### src/rtl/wb_arbiter_pkg.sv
// Shared writeback types: the functional-unit result record carried from each source to the
// register-file write port.
package wb_arbiter_pkg;

  typedef struct packed {
    logic [31:0] pc;
    logic [7:0]  id;
    logic [5:0]  prd;
    logic [31:0] rdval;
  } fu_output_t;

  localparam int FU_OUT_W = $bits(fu_output_t);

endpackage

### src/rtl/squash_if.sv
// Pipeline flush request; the producer drives valid for one cycle per flush.
interface squash_if;
  logic valid;

  modport master (output valid);
  modport slave  (input  valid);
endinterface

### src/rtl/wb_fifo.sv
// Per-source result FIFO; head visible the cycle after a push, pop takes effect on the same edge.
// Backpressure: a push to a full FIFO is ignored unless the FIFO pops in that cycle; flush empties it.
module wb_fifo
  import wb_arbiter_pkg::*;
#(
  parameter int DEPTH = 4
) (
  input  logic                       clk,
  input  logic                       rstn,
  input  logic                       flush,
  input  logic                       push,
  input  fu_output_t                 push_dat,
  input  logic                       pop,
  output fu_output_t                 head_dat,
  output logic                       full,
  output logic                       empty,
  output logic [$clog2(DEPTH+1)-1:0] count
);
  localparam int AW = $clog2(DEPTH);
  localparam int CW = $clog2(DEPTH+1);

  fu_output_t    mem [DEPTH];
  logic [AW-1:0] wr_ptr;
  logic [AW-1:0] rd_ptr;
  logic          do_push;
  logic          do_pop;

  assign empty    = (count == '0);
  assign full     = (count == CW'(DEPTH));
  assign do_pop   = pop && !empty;
  assign do_push  = push && (!full || do_pop);
  assign head_dat = mem[rd_ptr];

  // DEPTH is a power of two, so pointers wrap by plain overflow.
  always_ff @(posedge clk) begin
    if (!rstn || flush) begin
      wr_ptr <= '0;
      rd_ptr <= '0;
      count  <= '0;
    end else begin
      if (do_push) wr_ptr <= wr_ptr + 1'b1;
      if (do_pop)  rd_ptr <= rd_ptr + 1'b1;
      count <= count + CW'(do_push) - CW'(do_pop);
    end
  end

  always_ff @(posedge clk) begin
    if (rstn && !flush && do_push) mem[wr_ptr] <= push_dat;
  end

endmodule

### src/rtl/wb_arbiter.sv
// Round-robin writeback arbiter over NFU result FIFOs; latency 1 cycle (0 with WB_ARBITER_BYPASS_EN).
// Backpressure: none upstream, fu_stall_o asks sources to hold off; full-FIFO drops set sticky overflow_o.
module wb_arbiter
  import wb_arbiter_pkg::*;
#(
  parameter int NFU   = 4,
  parameter int DEPTH = 4
) (
  input  logic             clk,
  input  logic             rstn,
  input  fu_output_t       fu_i [NFU],
  input  logic [NFU-1:0]   fu_i_valid,
  output logic [NFU-1:0]   fu_stall_o,
  output fu_output_t       wb_o,
  output logic             wb_o_valid,
  output logic             overflow_o,
  squash_if.slave          squash_io
);
  localparam int IW = (NFU > 1) ? $clog2(NFU) : 1;
  localparam int CW = $clog2(DEPTH+1);

  fu_output_t     head [NFU];
  logic [CW-1:0]  cnt  [NFU];
  logic [NFU-1:0] full, empty, push, pop, drop, req;
  logic [IW-1:0]  rr_q, gnt_idx, rr_next;
  logic           gnt_any, gnt_vld, byp, squash;

  // First requester at or after the pointer, as {found, index}.
  function automatic logic [IW:0] rr_pick(input logic [NFU-1:0] r, input logic [IW-1:0] p);
    logic [IW:0]   res;
    logic [IW-1:0] idx;
    res = '0;
    for (int k = 0; k < NFU; k++) begin
      idx = IW'((int'(p) + k) % NFU);
      if (!res[IW] && r[idx]) res = {1'b1, idx};
    end
    return res;
  endfunction

  assign squash = squash_io.valid;

  always_comb begin
    req  = ~empty;
    wb_o = '0;
    byp  = 1'b0;
    pop  = '0;
    push = '0;
    drop = '0;
`ifdef WB_ARBITER_BYPASS_EN
    req = ~empty | fu_i_valid;
`endif
    {gnt_any, gnt_idx} = rr_pick(req, rr_q);
    gnt_vld = gnt_any && rstn && !squash;
    rr_next = IW'((int'(gnt_idx) + 1) % NFU);
`ifdef WB_ARBITER_BYPASS_EN
    byp = gnt_vld && empty[gnt_idx];
    if (gnt_vld) wb_o = byp ? fu_i[gnt_idx] : head[gnt_idx];
`else
    if (gnt_vld) wb_o = head[gnt_idx];
`endif
    for (int i = 0; i < NFU; i++) begin
      pop[i]        = gnt_vld && (gnt_idx == IW'(i)) && !empty[i];
      push[i]       = fu_i_valid[i] && !squash && !(byp && (gnt_idx == IW'(i)));
      drop[i]       = push[i] && full[i] && !pop[i];
      fu_stall_o[i] = rstn && (cnt[i] >= CW'(DEPTH-1));
    end
  end

  assign wb_o_valid = gnt_vld;

  always_ff @(posedge clk) begin
    if (!rstn) begin
      rr_q       <= '0;
      overflow_o <= 1'b0;
    end else begin
      if (gnt_vld) rr_q <= rr_next;
      if (|drop)   overflow_o <= 1'b1;
    end
  end

  for (genvar g = 0; g < NFU; g++) begin : g_fifo
    wb_fifo #(.DEPTH(DEPTH)) u_fifo (
      .clk      (clk),
      .rstn     (rstn),
      .flush    (squash),
      .push     (push[g]),
      .push_dat (fu_i[g]),
      .pop      (pop[g]),
      .head_dat (head[g]),
      .full     (full[g]),
      .empty    (empty[g]),
      .count    (cnt[g])
    );
  end

endmodule

### src/flat_wrapper.sv
// flat-port wrapper written by rule: the top's interface ports become plain ports
module wb_arbiter_flat import wb_arbiter_pkg::*;
#(
  parameter int NFU   = 4,
  parameter int DEPTH = 4
)
  (clk, rstn, fu_i, fu_i_valid, fu_stall_o, wb_o, wb_o_valid, overflow_o, squash_io_valid);
  squash_if squash_io_i ();
  input  logic clk;
  input  logic rstn;
  input  fu_output_t fu_i[NFU];
  input  logic [NFU-1:0] fu_i_valid;
  output logic [NFU-1:0] fu_stall_o;
  output fu_output_t wb_o;
  output logic wb_o_valid;
  output logic overflow_o;
  input wire logic [$bits(squash_io_i.valid)-1:0] squash_io_valid;
  assign squash_io_i.valid = squash_io_valid;
  wb_arbiter #(.NFU(NFU), .DEPTH(DEPTH)) u_core (.clk(clk), .rstn(rstn), .fu_i(fu_i), .fu_i_valid(fu_i_valid), .fu_stall_o(fu_stall_o), .wb_o(wb_o), .wb_o_valid(wb_o_valid), .overflow_o(overflow_o), .squash_io(squash_io_i));
endmodule
### config.mk
export PLATFORM = sky130hd
export DESIGN_NAME = wb_arbiter_flat
export DESIGN_NICKNAME = d
export VERILOG_FILES = /design/src/rtl/wb_arbiter_pkg.sv /design/src/rtl/squash_if.sv /design/src/rtl/wb_fifo.sv /design/src/rtl/wb_arbiter.sv /design/src/flat_wrapper.sv
export SDC_FILE = /design/constraint.sdc
export NUM_CORES = 1
export LEC_CHECK = 0
export ABC_AREA = 1
export CORE_AREA = 2 2 339 341
export CTS_BUF_LIST = sky130_fd_sc_hd__clkbuf_16
export CTS_CLUSTER_DIAMETER = 50
export DETAILED_ROUTE_END_ITERATION = 16
export DIE_AREA = 0 0 341 343
export GPL_TIMING_DRIVEN = 0
export HOLD_SLACK_MARGIN = 0.05
export MAX_ROUTING_LAYER = met4
export PLACE_DENSITY_LB_ADDON = 0.15
export SETUP_SLACK_MARGIN = 0.5
export SYNTH_ARGS = -nofsm -noshare
export SYNTH_HDL_FRONTEND = slang
export SYNTH_SLANG_ARGS = --single-unit
### constraint.sdc
create_clock -name clk -period 8.6 [get_ports clk]
set_input_delay 1.72 -clock clk [delete_from_list [all_inputs] [get_ports clk]]
set_output_delay 1.72 -clock clk [all_outputs]
set_load 0.02 [all_outputs]
======== After elaboration in Yosys (flattened, before gate mapping) ========
Memories as Yosys holds them, arrays and structs flattened. A register that Yosys moved wholly into a read port is not among the register bits.
Index checks and enable logic that the tools add are counted.
word-level totals
  register bits after elaboration ......... 31
  memories kept ........................... 4
  input bits .............................. 319
  bits in writable memories ............... 1,248
  logic and storage cells ................. 158
cells by class
  bitwise operators ....................... 2
  reduce and logical (&&, ||, !) cells .... 70
  order comparisons ....................... 9
  $add $sub $neg .......................... 20
  equality and inequality tests ........... 7
  mux-type cells .......................... 32
memory list
  name                         depth  bits a word  read ports  clocked after memory_dff  write ports  line           source
  u_core.g_fifo[0].u_fifo.mem  4      78           1           1                         1            wb_fifo.sv:22  fu_output_t mem [DEPTH];
  u_core.g_fifo[1].u_fifo.mem  4      78           1           1                         1            wb_fifo.sv:22
  u_core.g_fifo[2].u_fifo.mem  4      78           1           1                         1            wb_fifo.sv:22
  u_core.g_fifo[3].u_fifo.mem  4      78           1           1                         1            wb_fifo.sv:22
operator list
  kind                                                                          count
  78-bit two-way mux                                                            3
  78-bit binary-select mux with 2-bit select                                    1
  1-bit logical AND                                                             42
  2-bit by 1-bit adder with 2-bit output, second input constant                 10
  1-bit logical NOT                                                             17
  2-bit two-way mux                                                             8
  3-bit by 1-bit adder with 3-bit output                                        4
  3-bit equality test, second input constant                                    4
  3-bit by 2-bit >= comparator with 1-bit output, second input constant         4
  3-bit logical NOT                                                             4
  2-bit by 3-bit less-than comparator with 1-bit output, second input constant  4
  1-bit two-way mux                                                             12
  3-bit two-way mux                                                             4
  3-bit by 1-bit subtractor with 3-bit output                                   4
  1-bit binary-select mux with 2-bit select                                     4
  1-bit logical OR                                                              5
  2-bit adder, second input constant                                            2
  2-bit equality test, second input constant                                    2
  4-bit inverter                                                                1
  4-bit OR reduction                                                            1
  3-bit >= comparator, second input constant                                    1
  2-bit inverter with 3-bit output                                              1
  2-bit by 1-bit equality test with 1-bit output, second input constant         1
  2-bit logical NOT                                                             1

======== Logic depth before layout (Yosys ltp) ========
  word-level depth ........................ 24
  depth in mapped cells ................... 20
  depth with buffers taken out ............ 19

======== Cells and area by module ========
Synthesis repeated with hierarchy kept, for this count alone.
second synthesis, totals
  cell total of the unflattened synthesis .. 4,029
  area total of the unflattened synthesis .. 51,677.1 µm²
modules (own cells, without submodules)
  module                                 cells each  area each (µm²)  instances
  wb_fifo (u_core.g_fifo[1].u_fifo ...)  827         12,072.8         2
  wb_fifo (u_core.g_fifo[2].u_fifo)      828         12,071.6         1
  wb_fifo (u_core.g_fifo[0].u_fifo)      828         12,070.3         1
  wb_arbiter                             719         3,389.5          1

======== Worst setup path after synthesis ========
Ideal clock, no wire load.
  kind .................................... input -> register
  start point ............................. in rstn
  end point ............................... mem u_core.g_fifo[3].u_fifo.mem[0][0] (netlist name), enable pin
  slack ................................... 1,856 ps
  data required time ...................... 8,085 ps
  path buffers ............................ 2
  setup time .............................. 515 ps
  arrival time ............................ 6,229 ps
  cell stages on the path ................. 10
  cells stage by stage .................... buf_2 -> inv_1 -> nor2_1 -> clkinv_1 -> nor2_4 -> buf_4 -> nand2_1 -> nand2_2 -> nand3_2 -> nor2_1
on the way
  word-level cells in the longest chain between the ends .. 10
  elaborated cells between the ends (all ways) .. 11
ends and longest elaborated chain
  element                                    line                source
  start, declared                            flat_wrapper.sv:10  input logic rstn;
  1-bit logical AND (2 in a row)             wb_arbiter.sv:53    gnt_vld = gnt_any && rstn && !squash;
  1-bit logical AND (2 in a row)             wb_arbiter.sv:62    pop[i] = gnt_vld && (gnt_idx == IW'(i)) && !empty[i];
  1-bit logical AND                          wb_fifo.sv:30       assign do_pop = pop && !empty;
  1-bit logical OR                           wb_fifo.sv:31       assign do_push = push && (!full || do_pop);
  1-bit logical AND                          wb_fifo.sv:31
  1-bit logical AND *                        wb_fifo.sv:48       if (rstn && !flush && do_push) mem[wr_ptr] <= push_dat;
  1-bit two-way mux *                        wb_fifo.sv:48
  1-bit two-way mux (not written as such) *  wb_fifo.sv:48
  end, declared                              wb_fifo.sv:22
Mark *: on every way between the ends. The rest lies on a longest branch, timed or not.

==> impl_metrics.tcl <==
set metrics [dict create \
    grt_pass1_wl_um 215600 \
    end_kind "primary output" \
    critPathKind "input pin to primary output" \
    clockBufferDepth 3 \
    cp_top_family "buffers and inverters" \
    regToRegSetupSlack_ps 4940 \
    async_flop_share_pct 0 \
    routedWlPerCell_um 25.21 \
    crit_fanout 10 \
    synth_top_area_cell "edfxtp_1" \
    worstSkewPairLatency_ps 740 \
    stdcell_area_um2 62670 \
    ant_nets 0 \
    crit_required_ps 6880 \
    core.rowCount 124 \
    status "complete, no violations" \
    p_per_area_nw_per_um2 286.1 \
    postCtsSetupRepairBufs 0 \
    setup_viol 0 \
    grt_pass1_vias 31758 \
    die_area_um2 117000 \
    clkSinkCount 1287 \
    fin_ws_ps 1308 \
    leakagePower_nw 20.95 \
    io_buffers 401 \
    synthesis.area_um2 50800 \
    layout.nets 4726 \
    syn_area_per_cell_um2 13.44 \
    path_buf_inv 5 \
    cp_cell_sequence "clkdlybuf4s50_1 > nor2_1 > clkinv_1 > nor2_4 > buf_4 > clkbuf_1 > o211ai_1 > nor2_1 > clkdlybuf4s50_1" \
    ctsHoldBuffers 0 \
    cts_resized 0 \
    drt_drc_violations_left 0 \
    syn_nets 4130 \
    ys_seq_area_share_pct 75.30 \
    num_vias 33786 \
    maxCapViolCount 0 \
    antenna_found_initial 28 \
    routed_wl_um 152100 \
    cp.arrival_ps 5570 \
    synth_top_area_share_pct 73.77 \
    vdd_drop_max_mv 0.1844 \
    core_area_um2 113400 \
    initial_core_util_pct 44.79 \
    period_minus_slack_ps 7292 \
    cp.depth 9 \
    skew_ps 24.18 \
    drt-initial-drc-count 4082 \
    dpl_cell_area_um2 57860 \
    pre_cts_ws_ps 1347 \
    synth-seq-cells 1287 \
    root_buffer "clkbuf_16" \
    cts_tree "done" \
    drv_slew 0 \
    p_total_mw 17.93 \
    ys.flop_type "edfxtp_1" \
    grtUsageTotal_pct 26.28 \
    ios 403 \
    timing.slew.headroom_pct 24.83 \
    die_height_um 343 \
    dp.final_hpwl_um 106700 \
    netlist_instances 3779 \
    hold_depth 1 \
    synth_area_leaders "edfxtp_1, o21ai_0, nor2_1" \
    cts_max_level 4 \
    gp_congestion 0.8490 \
    hold_viol 0 \
    dr.pass1.iters 5 \
    slowest_delay_ps 690 \
    fmax_mhz 137.1 \
    clk_pin_slew_ps 60 \
    die_w_um 341 \
    drive_gt1_share_pct 9.166 \
    crit_path_start_kind "input pin" \
    ys_warn_count 0 \
    grt_max_degree 29 \
    grt_overflow 0 \
    critPathSlowestCell "clkdlybuf4s50_1" \
    via_per_inst 5.598 \
    synth_cell_types 38 \
    fin_crit_sh_pct 84.79 \
    hold_path.class "flip-flop to flip-flop" \
    synth_enable_flop_cells 1248 \
    rsz0062_at_grt "false" \
    max_slew.worst_pin.slew_ps 1127 \
    cts_buffers 145 \
    rr_worst_depth 15 \
    syn_to_final_growth_pct 23.35 \
]
area by class of cell:
type | count | area, um2
Clock inverter | 112 | 860.8
Timing Repair Buffer | 449 | 5042
Buffer | 245 | 1065
Fill cell | 9262 | 50750
Sequential cell | 1287 | 38260
Multi-Input combinational cell | 2165 | 11290
Inverter | 82 | 307.8
Tap cell | 1512 | 1892
Antenna cell | 28 | 70.07
Clock buffer | 155 | 3879
sequential cells by signal, indices dropped and copies added (netlist names), named ones only:
register / cells
u_core.g_fifo.u_fifo.count: 12
u_core.g_fifo.u_fifo.rd_ptr: 8
u_core.g_fifo.u_fifo.mem: 1248
u_core.overflow_o: 1
u_core.g_fifo.u_fifo.wr_ptr: 8
u_core.rr_q: 2
placed cells by master (no fill, tap or decap), drive strengths merged:
cell / count
a32oi: 8
nand4: 14
o21ai: 431
fa: 4
xnor2: 3
a32o: 104
buf: 115
a21boi: 1
nand3: 40
diode: 28
nor2: 562
ha: 28
nor3: 12
bufinv: 11
clkinv: 55
clkdlybuf4s50: 401
dfxtp: 39
edfxtp: 1248
inv: 122
clkbuf: 333
o211ai: 63
a21oi: 130
nand3b: 2
clkinvlp: 6
xor2: 3
nor4: 3
nand2: 514
o21a: 4
o22ai: 239
worst paths after layout:
kind,from,endpoint
max,squash_io_valid,wb_o[14]
min,u_core.g_fifo[3].u_fifo.rd_ptr[0]$_SDFFE_PP0N_,u_core.g_fifo[3].u_fifo.rd_ptr[0]$_SDFFE_PP0N_
max reg2reg,u_core.g_fifo[3].u_fifo.count[1]$_SDFF_PP0_,u_core.g_fifo[0].u_fifo.mem[3][40]$_DFFE_PP_
min reg2reg,u_core.g_fifo[3].u_fifo.rd_ptr[0]$_SDFFE_PP0N_,u_core.g_fifo[3].u_fifo.rd_ptr[0]$_SDFFE_PP0N_
power by group:
part,total [mW],switching (mW),leakage [nW],internal [mW]
Combinational,4.87,3.38,6.94,1.49
Sequential,7.01,0.0328,11.6,6.97
Clock,6.05,2.46,2.42,3.59
Total,17.9,5.88,21.0,12.1
cells in the mapped netlist (all sizes together) (12+ instances only):
library cell,instances
nand3,40
a21oi,130
o22ai,239
nand2,514
nor2,562
nand4,14
dfxtp,39
buf,67
a32o,104
o21ai,431
nor3,12
o211ai,63
inv,79
edfxtp,1248
ha,28
clkbuf,178
worst reg2reg max path: cells and delay by family, from the launching register on:
kind / cells / cell delay, ps
and+or+nand+nor: 12 / 2120
DFF: 1 / 440
buffers and inverters: 3 / 730
per-stage QoR:
stage	cells	TNS [ps]	hold slack (ps)	util, %
after floorplan	3779	0	456.9	-
after global placement	5692	-2386070	468.7	50.00
after detailed placement	5740	0	475.4	51.01
after CTS	6007	0	490.7	55.19
after global routing	6029	0	518.8	55.24
final	6035	0	492.8	55.25
kinds of logic after synthesis:
family	count (synthesis)	synth area share [%]
buffers and inverters	327	2.702
AOI/OAI and AO/OA	980	11.91
and+or+nand+nor	1147	9.130
adders and majority gates	32	0.8472
xor gates and xnor gates	6	0.1035
DFF	1287	75.30
metal layers:
metal / vias to the layer above / routed length, um / global-route usage, %
li1: 15341 / - / -
met1: 16791 / 65380 / 37.40
met2: 1436 / 69720 / 39.11
met3: 218 / 13710 / 5.037
met4: 0 / 3317 / 6.452
met5: - / 0 / -
No activity file was read; power rests on OpenSTA's default activity.
